===== src/rtl/alu_pkg.sv =====
// Opcodes, field widths and sequencer state encoding shared by the ALU issue slice.
package alu_pkg;
  localparam int OPCODE_W = 4;
  localparam int SHIFT_W  = 5;

  localparam logic [OPCODE_W-1:0] OP_ADD   = 4'd0;
  localparam logic [OPCODE_W-1:0] OP_SUB   = 4'd1;
  localparam logic [OPCODE_W-1:0] OP_AND   = 4'd2;
  localparam logic [OPCODE_W-1:0] OP_OR    = 4'd3;
  localparam logic [OPCODE_W-1:0] OP_ROL   = 4'd4;
  localparam logic [OPCODE_W-1:0] OP_PASSB = 4'd5;
  localparam logic [OPCODE_W-1:0] OP_ROR   = 4'd6;
  localparam logic [OPCODE_W-1:0] OP_MUL   = 4'd7;

  typedef enum logic [1:0] {
    ST_IDLE = 2'd0,
    ST_EXEC = 2'd1,
    ST_RESP = 2'd2
  } seq_state_t;

  function automatic logic op_has_carry(input logic [OPCODE_W-1:0] op);
    return (op == OP_ADD) || (op == OP_SUB);
  endfunction

  // Opcodes 8..15 are exactly those with the top bit set.
  function automatic logic op_is_illegal(input logic [OPCODE_W-1:0] op);
    return op[OPCODE_W-1];
  endfunction
endpackage


===== src/rtl/alu_cmd_fifo.sv =====
// Generic synchronous FIFO, head combinationally visible on pop_dat; 1-cycle push-to-pop latency.
// Pushes while full and pops while empty are ignored, so the caller gates on full/empty.
module alu_cmd_fifo #(
  parameter int WIDTH = 8,
  parameter int DEPTH = 4
) (
  input  logic                     clk,
  input  logic                     rst,
  input  logic                     push,
  input  logic [WIDTH-1:0]         push_dat,
  input  logic                     pop,
  output logic [WIDTH-1:0]         pop_dat,
  output logic                     full,
  output logic                     empty,
  output logic [$clog2(DEPTH):0]   count
);
  localparam int AW = $clog2(DEPTH);
  localparam logic [AW-1:0] PTR_ONE = AW'(1);
  localparam logic [AW:0]   CNT_ONE = (AW+1)'(1);
  localparam logic [AW:0]   CNT_MAX = (AW+1)'(DEPTH);

  logic [WIDTH-1:0] mem [DEPTH];
  logic [AW-1:0]    wr_ptr;
  logic [AW-1:0]    rd_ptr;
  logic             do_push;
  logic             do_pop;

  assign full    = (count == CNT_MAX);
  assign empty   = (count == '0);
  assign do_push = push && !full;
  assign do_pop  = pop && !empty;
  assign pop_dat = mem[rd_ptr];

  always_ff @(posedge clk) begin
    if (do_push) mem[wr_ptr] <= push_dat;
  end

  // DEPTH is a power of two, so the pointers wrap on their natural width.
  always_ff @(posedge clk or posedge rst) begin
    if (rst) begin
      wr_ptr <= '0;
      rd_ptr <= '0;
      count  <= '0;
    end else begin
      if (do_push) wr_ptr <= wr_ptr + PTR_ONE;
      if (do_pop)  rd_ptr <= rd_ptr + PTR_ONE;
      if (do_push && !do_pop)      count <= count + CNT_ONE;
      else if (do_pop && !do_push) count <= count - CNT_ONE;
    end
  end
endmodule


===== src/rtl/alu_issue_sequencer.sv =====
// Buffers tagged commands, drives held operands into the combinational ALU and registers its result.
// Latency 2 cycles (+MUL_LATENCY for MUL); cmd_ready is FIFO-not-full, responses held until rsp_ready.
module alu_issue_sequencer
  import alu_pkg::*;
#(
  parameter int WIDTH       = 128,
  parameter int FIFO_DEPTH  = 4,
  parameter int TAG_W       = 4,
  parameter int MUL_LATENCY = 3
) (
  input  logic                clk,
  input  logic                rst,
  input  logic                cmd_valid,
  output logic                cmd_ready,
  input  logic [OPCODE_W-1:0] cmd_opcode,
  input  logic [WIDTH-1:0]    cmd_a,
  input  logic [WIDTH-1:0]    cmd_b,
  input  logic [SHIFT_W-1:0]  cmd_shift,
  input  logic [TAG_W-1:0]    cmd_tag,
  output logic [OPCODE_W-1:0] alu_opcode,
  output logic [WIDTH-1:0]    alu_input1,
  output logic [WIDTH-1:0]    alu_input2,
  output logic [SHIFT_W-1:0]  alu_shiftValue,
  input  logic [WIDTH-1:0]    alu_result,
  input  logic                alu_carry,
  output logic                rsp_valid,
  input  logic                rsp_ready,
  output logic [WIDTH-1:0]    rsp_result,
  output logic                rsp_carry,
  output logic                rsp_illegal,
  output logic [TAG_W-1:0]    rsp_tag,
  output logic                busy
);
  localparam int CNT_W = (MUL_LATENCY > 0) ? $clog2(MUL_LATENCY + 1) : 1;
  localparam int AW    = $clog2(FIFO_DEPTH);

  typedef struct packed {
    logic [OPCODE_W-1:0] opcode;
    logic [WIDTH-1:0]    a;
    logic [WIDTH-1:0]    b;
    logic [SHIFT_W-1:0]  shift;
    logic [TAG_W-1:0]    tag;
  } cmd_t;

  cmd_t             fifo_in;
  cmd_t             head;
  logic             fifo_full;
  logic             fifo_empty;
  logic [AW:0]      fifo_count;
  logic             pop;
  seq_state_t       state;
  logic [CNT_W-1:0] cnt;
  logic [TAG_W-1:0] tag_q;

  function automatic logic [CNT_W-1:0] hold_cycles(input logic [OPCODE_W-1:0] op);
    return (op == OP_MUL) ? CNT_W'(MUL_LATENCY) : '0;
  endfunction

  assign fifo_in   = {cmd_opcode, cmd_a, cmd_b, cmd_shift, cmd_tag};
  assign cmd_ready = !fifo_full;
  // Pop from IDLE, or straight out of RESP on the consuming edge to avoid an IDLE bubble.
  assign pop  = !fifo_empty && ((state == ST_IDLE) || ((state == ST_RESP) && rsp_ready));
  assign busy = (fifo_count != '0) || (state != ST_IDLE);

  alu_cmd_fifo #(
    .WIDTH ($bits(cmd_t)),
    .DEPTH (FIFO_DEPTH)
  ) u_fifo (
    .clk      (clk),
    .rst      (rst),
    .push     (cmd_valid),
    .push_dat (fifo_in),
    .pop      (pop),
    .pop_dat  (head),
    .full     (fifo_full),
    .empty    (fifo_empty),
    .count    (fifo_count)
  );

  always_ff @(posedge clk or posedge rst) begin
    if (rst) begin
      state          <= ST_IDLE;
      cnt            <= '0;
      tag_q          <= '0;
      alu_opcode     <= '0;
      alu_input1     <= '0;
      alu_input2     <= '0;
      alu_shiftValue <= '0;
      rsp_valid      <= 1'b0;
      rsp_result     <= '0;
      rsp_carry      <= 1'b0;
      rsp_illegal    <= 1'b0;
      rsp_tag        <= '0;
    end else begin
      if (pop) begin
        alu_opcode     <= head.opcode;
        alu_input1     <= head.a;
        alu_input2     <= head.b;
        alu_shiftValue <= head.shift;
        tag_q          <= head.tag;
        cnt            <= hold_cycles(head.opcode);
        state          <= ST_EXEC;
      end
      case (state)
        ST_EXEC: begin
          // Operands stay untouched while cnt drains, covering the MUL multicycle path.
          if (cnt != '0) begin
            cnt <= cnt - CNT_W'(1);
          end else begin
            rsp_valid   <= 1'b1;
            rsp_result  <= alu_result;
            rsp_carry   <= alu_carry && op_has_carry(alu_opcode);
            rsp_illegal <= op_is_illegal(alu_opcode);
            rsp_tag     <= tag_q;
            state       <= ST_RESP;
          end
        end
        ST_RESP: begin
          if (rsp_ready) begin
            rsp_valid <= 1'b0;
            if (!pop) state <= ST_IDLE;
          end
        end
        default: ;
      endcase
    end
  end
endmodule


===== config.mk =====
export PLATFORM = sky130hd
export DESIGN_NAME = alu_issue_sequencer
export DESIGN_NICKNAME = d
export VERILOG_FILES = /design/src/rtl/alu_pkg.sv /design/src/rtl/alu_cmd_fifo.sv /design/src/rtl/alu_issue_sequencer.sv
export SDC_FILE = /design/constraint.sdc
export NUM_CORES = 2
export LEC_CHECK = 0
export CAP_MARGIN = 20
export CORE_MARGIN = 4
export CORE_UTILIZATION = 58
export DETAILED_ROUTE_END_ITERATION = 10
export PLACE_DENSITY = 0.89
export SYNTH_ARGS = -nofsm -noshare
export SYNTH_HDL_FRONTEND = slang
export SYNTH_SLANG_ARGS = --single-unit

===== constraint.sdc =====
create_clock -name clk -period 30.3 [get_ports clk]
set_input_delay 6.06 -clock clk [delete_from_list [all_inputs] [get_ports clk]]
set_output_delay 6.06 -clock clk [all_outputs]
set_load 0.02 [all_outputs]

Word-level counts from Yosys, hierarchy flattened:

Memories as Yosys holds them, arrays and structs flattened.
Cells that the tools add are included.

* bits of input ports: 402
* memories kept: 1
* memory bits (writable): 1076
* register bits: 415
* output and inout bits: 402
* logic and storage cells: 69

Memories
* u_fifo.mem: depth 4, width 269, read ports 1, clocked after memory_dff 0, write ports 1, RTL line alu_cmd_fifo.sv:22 `logic [WIDTH-1:0] mem [DEPTH];`

* equal/unequal tests: 7
* add/sub/neg operators: 5
* bitwise gates (word level): 1
* multiplexer cells: 16
* reduce and logical (&&, ||, !) cells: 24

Operator list (number)
* $mux 2: 8
* $reduce_bool 2->1: 4
* $logic_and 1x1->1: 7
* $mux 3: 2
* $add 2x1->2 const B: 2
* $eq 4x1->1 const B: 1
* $eq 4x3->1 const B: 1
* $logic_not 1->1: 4
* $logic_not 4->1: 1
* $mux 1: 4
* $ne 2x2->1 const B: 2
* $pmux 2 s2: 1
* $add 3x1->3 const B: 1
* $eq 3x3->1 const B: 1
* $logic_not 3->1: 1
* $logic_or 1x1->1: 3
* $reduce_and 3->1: 1
* $reduce_bool 3->1: 1
* $sub 3x1->3 const B: 1
* $eq 2x1->1 const B: 1
* $eq 2x2->1 const B: 1
* $logic_not 2->1: 1
* $pmux 1 s2: 1
* $reduce_and 2->1: 1
* 2 further kinds: 2

Longest topological paths before layout:

* depth in word-level cells: 8
* mapped depth: 12
* gate-level depth less buffers: 11

Cells and area by module:

Synthesis repeated with hierarchy kept, for this count alone.

* cells, all modules: 2331
* area, all modules: 55654.6 um2

By module, submodules not included
* alu_cmd_fifo: times used 1, area each 39216.4 um2, seq. area each 32486.2 um2, cells each 1441
* alu_issue_sequencer: times used 1, area each 16438.3 um2, seq. area each 10209.8 um2, cells each 890

Least setup slack after synthesis:

OpenSTA, ideal clock, no wires.

* path type: input port to flip-flop
* start: input port cmd_valid
* end: memory u_fifo.mem[1][0] in the netlist's numbering (enable)
* stages: 1
* required time: 29634 ps
* library setup time: 666 ps
* path buffers: 0
* arrival: 12234 ps
* setup slack: 17400 ps
* cell sequence: and3_1

* word-level cells in the longest chain between the ends: 3

Ends and longest elaborated chain
* start: declaration: RTL line alu_issue_sequencer.sv:13 `input logic cmd_valid,`
* $logic_and 1x1->1: RTL line alu_cmd_fifo.sv:30 `assign do_push = push && !full;`
* $mux 1: RTL line alu_cmd_fifo.sv:35 `if (do_push) mem[wr_ptr] <= push_dat;`
* $mux 1 (implied by the code): RTL line alu_cmd_fifo.sv:35
* end: declaration: RTL line alu_cmd_fifo.sv:22

No other way between the ends.

Worst setup path after layout:

* start: input port rsp_ready
* end: register alu_input1[54]

* word-level cells in the longest chain between the ends: 3

Ends and longest elaborated chain
* start: declaration: RTL line alu_issue_sequencer.sv:27 `input logic rsp_ready,`
* $logic_and 1x1->1: RTL line alu_issue_sequencer.sv:62 `assign pop = !fifo_empty && ((state == ST_IDLE) || ((state == ST_RESP) && rsp_ready));`
* $logic_or 1x1->1: RTL line alu_issue_sequencer.sv:62
* $logic_and 1x1->1: RTL line alu_issue_sequencer.sv:62
* end signal: assignment: RTL line alu_issue_sequencer.sv:97 `alu_input1 <= head.a;`
* end: declaration: RTL line alu_issue_sequencer.sv:21 `output logic [WIDTH-1:0] alu_input1,`

No other way between the ends.
A chain may end at the register's enable or synchronous reset.

==> flow_summary.json <==
{
  "rsz0062_at_grt": "no",
  "drc_errors": 0,
  "combPwrFrac": 0.357,
  "p_switching_w": 0.002777,
  "p_leak_nw": 25.33,
  "clock_power_share": 0.234,
  "rr_endpoint": "alu_input1[54]$_DFFE_PP0P_",
  "io_pins": 804,
  "p_int_w": 0.005056,
  "report.final.slew_viol_count": 0,
  "area_growth_pct": 26.27,
  "worstHoldEndpoint": "alu_input1[35]$_DFFE_PP0P_",
  "yosysUniqueCellTypes": 33,
  "p_sw_frac": 0.3545,
  "p_per_area_mw_per_mm2": 114.0,
  "crit_fanout": 83,
  "hpwl_mm": 93.32,
  "cts_tree": "built",
  "fin_tns_setup_ns": 0,
  "grt_use_total": 0.3240,
  "vias": 31200,
  "syn_area_mm2": 0.05441,
  "grt_pass1_vias": 33120,
  "cp_data_required_time_ns": 30.97,
  "slew_headroom": 0.1031,
  "drv_cap": 0,
  "cts_setup_buffers": 0,
  "grt_overflow": 0,
  "finalCritPeriodShare": 0.3000,
  "synth_seq_cells": 1491,
  "setup_violations": 0,
  "io_buffer_count": 803,
  "cts_hold_buf": 0,
  "final_util": 0.7373,
  "cts_buffer_depth": 3,
  "min_period_ns": 9.090,
  "finalClockSkew_ns": 0.03278,
  "hp-class": "flop to flop",
  "yosys_warnings": 0,
  "viasPerCell": 6.019,
  "drt_wl_total_mm": 158.9,
  "final_antenna_net_count": 0,
  "rrSetupSlack_ns": 26.30,
  "worstSkewPairLatency_ns": 0.76,
  "vdd_drop_max_mv": 0.1105,
  "rr_startpoint": "state[0]$_DFF_PP0_",
  "die_width_um": 314.3,
  "wire_per_inst_um": 30.65,
  "cts_buffers": 145,
  "grt_max_degree": 150,
  "avgSynthCellArea_um2": 18.79,
  "num-nets-final": 4155,
  "drtIter0Drc": 3204,
  "rows": 112,
  "design_area_mm2": 0.06871,
  "tightest_slew_ns": 1.345,
  "placed_area_mm2": 0.06369,
  "path_clk_slew_ns": 0.06,
  "grt_pass1_wl_mm": 228.5,
  "drive_above_1_share": 0.1621,
  "fp.dieArea_mm2": 0.09878,
  "hold_violations": 0,
  "syn_nets": 3307,
  "gp_congestion": 0.9613,
  "die_height_um": 314.3,
  "fin_hold_ws_ns": 0.4702,
  "cts-root-buf": "clkbuf_16",
  "max_freq_ghz": 0.1100,
  "min_from": "alu_input1[35]$_DFFE_PP0P_",
  "hold_path_depth": 2,
  "firstDrtPassIters": 6,
  "pre_cts_ws_ns": 20.53,
  "cts_resized": 0,
  "arrival_ns": 9.76,
  "cp-startpoint": "rsp_ready",
  "initial_core_util": 0.5839,
  "worstSetupEndpointType": "flop",
  "clkSinkCount": 1491,
  "grt_antenna_before_repair": 68,
  "final_common_cell": "edfxtp_1",
  "synthCells": 2896,
  "path_class": "primary input to flop",
  "status": "finished clean",
  "reg2reg_depth": 9,
  "core-area_mm2": 0.09319,
  "layout_common_cells": "edfxtp_1 (1076), nand2_1 (816), clkdlybuf4s50_1 (803), dfrtp_1 (413), mux4_2 (269)",
  "power_frac_seq": 0.409,
  "setup_ws_ns": 21.21,
  "yosysSeqAreaShare": 0.7847,
  "h-tree-depth": 4,
  "critPathLaunchType": "primary input"
}
kinds of logic after synthesis:
logic type / Yosys count / share of synthesized area
buffers and inverters: 143 / 0.01306
AO/OA/AOI/OAI: 10 / 0.001127
XOR/XNOR: 6 / 0.0009658
AND/OR/NAND/NOR: 831 / 0.05825
multiplexers: 406 / 0.1397
flip-flops: 1491 / 0.7847
adder cells (fa/ha/maj): 9 / 0.002208
power by group through the flow:
stage	logic [W]	registers [W]	clock network, W
floorplan	0.00134	0.00345	0
global placement	0.00265	0.00315	0
detailed placement	0.00274	0.00318	0
CTS	0.00281	0.00317	0.00185
global route	0.00296	0.00323	0.00194
finish	0.00280	0.00320	0.00183
sequential cells by signal, indices dropped and copies added (netlist names):
register	flops
state	2
rsp_tag	4
u_fifo.count	3
alu_input2	128
rsp_result	128
alu_shiftValue	5
rsp_illegal	1
tag_q	4
alu_opcode	4
cnt	2
rsp_valid	1
u_fifo.rd_ptr	2
u_fifo.mem	1076
u_fifo.wr_ptr	2
alu_input1	128
rsp_carry	1
synthesized netlist by cell type (all sizes together):
| library cell | n | area [um^2] |
|---|---|---|
| a21oi | 2 | 10.01 |
| a22o | 1 | 8.760 |
| a22oi | 1 | 7.510 |
| a31oi | 1 | 6.260 |
| a32oi | 1 | 8.760 |
| and2 | 1 | 6.260 |
| and3 | 4 | 25.02 |
| buf | 67 | 425.4 |
| clkbuf | 68 | 255.2 |
| dfrtp | 415 | 10380 |
| edfxtp | 1076 | 32310 |
| fa | 1 | 20.02 |
| ha | 8 | 100.1 |
| inv | 8 | 30.03 |
| mux2 | 137 | 1543 |
| mux4 | 269 | 6058 |
| nand2 | 816 | 3063 |
| nand2b | 1 | 6.260 |
| nand4b | 1 | 23.77 |
| nor2 | 5 | 21.27 |
| nor3 | 2 | 15.01 |
| nor4b | 1 | 8.760 |
| o21ai | 4 | 20.02 |
| xnor2 | 4 | 35.03 |
| xor2 | 2 | 17.52 |
final cells by class:
class | instances | area [um^2]
Clock inverter | 67 | 626.9
Tap cell | 1254 | 1569
Antenna cell | 62 | 155.1
Timing Repair Buffer | 836 | 8335
Multi-Input combinational cell | 1262 | 11030
Clock buffer | 204 | 4238
Fill cell | 4958 | 24480
Inverter | 8 | 45.04
Sequential cell | 1491 | 42700
how the worst max path moves through the flow:
stage	end	slack (ns)	depth (start not counted)
2_1_floorplan	alu_input1[0]$_DFFE_PP0P_	12.69	1
3_3_place_gp	u_fifo.mem[3][158]$_DFFE_PP_	20.62	4
3_5_place_dp	u_fifo.mem[3][158]$_DFFE_PP_	20.53	4
4_1_cts	alu_input1[54]$_DFFE_PP0P_	21.30	8
5_1_grt	alu_input1[54]$_DFFE_PP0P_	21.12	8
6_report	alu_input1[54]$_DFFE_PP0P_	21.21	8
critical path, stage by stage:
cell and delay (ns):
clkdlybuf4s50_1 0.56, a21oi_1 0.14, nor2_4 0.18, buf_4 0.86, buf_4 0.82, buf_4 0.71
nand2_1 0.17, nand2_1 0.12
metal layers:
metal | part of all wire | global-route usage | routed length [um]
met4 | 0.087 | 0.2513 | 13810
met1 | 0.31 | 0.3541 | 49410
met5 | 0.0012 | 0 | 188
met2 | 0.50 | 0.5174 | 78730
met3 | 0.11 | 0.1170 | 16740
per-stage QoR:
| stage | power [W] | cells |
|---|---|---|
| floorplan | 0.004792 | 2896 |
| global placement | 0.005797 | 4851 |
| CTS | 0.007828 | 5122 |
| global route | 0.008132 | 5166 |
| finish | 0.007833 | 5184 |
| detailed placement | 0.005924 | 4851 |
Power figures use the tool's default switching activity.
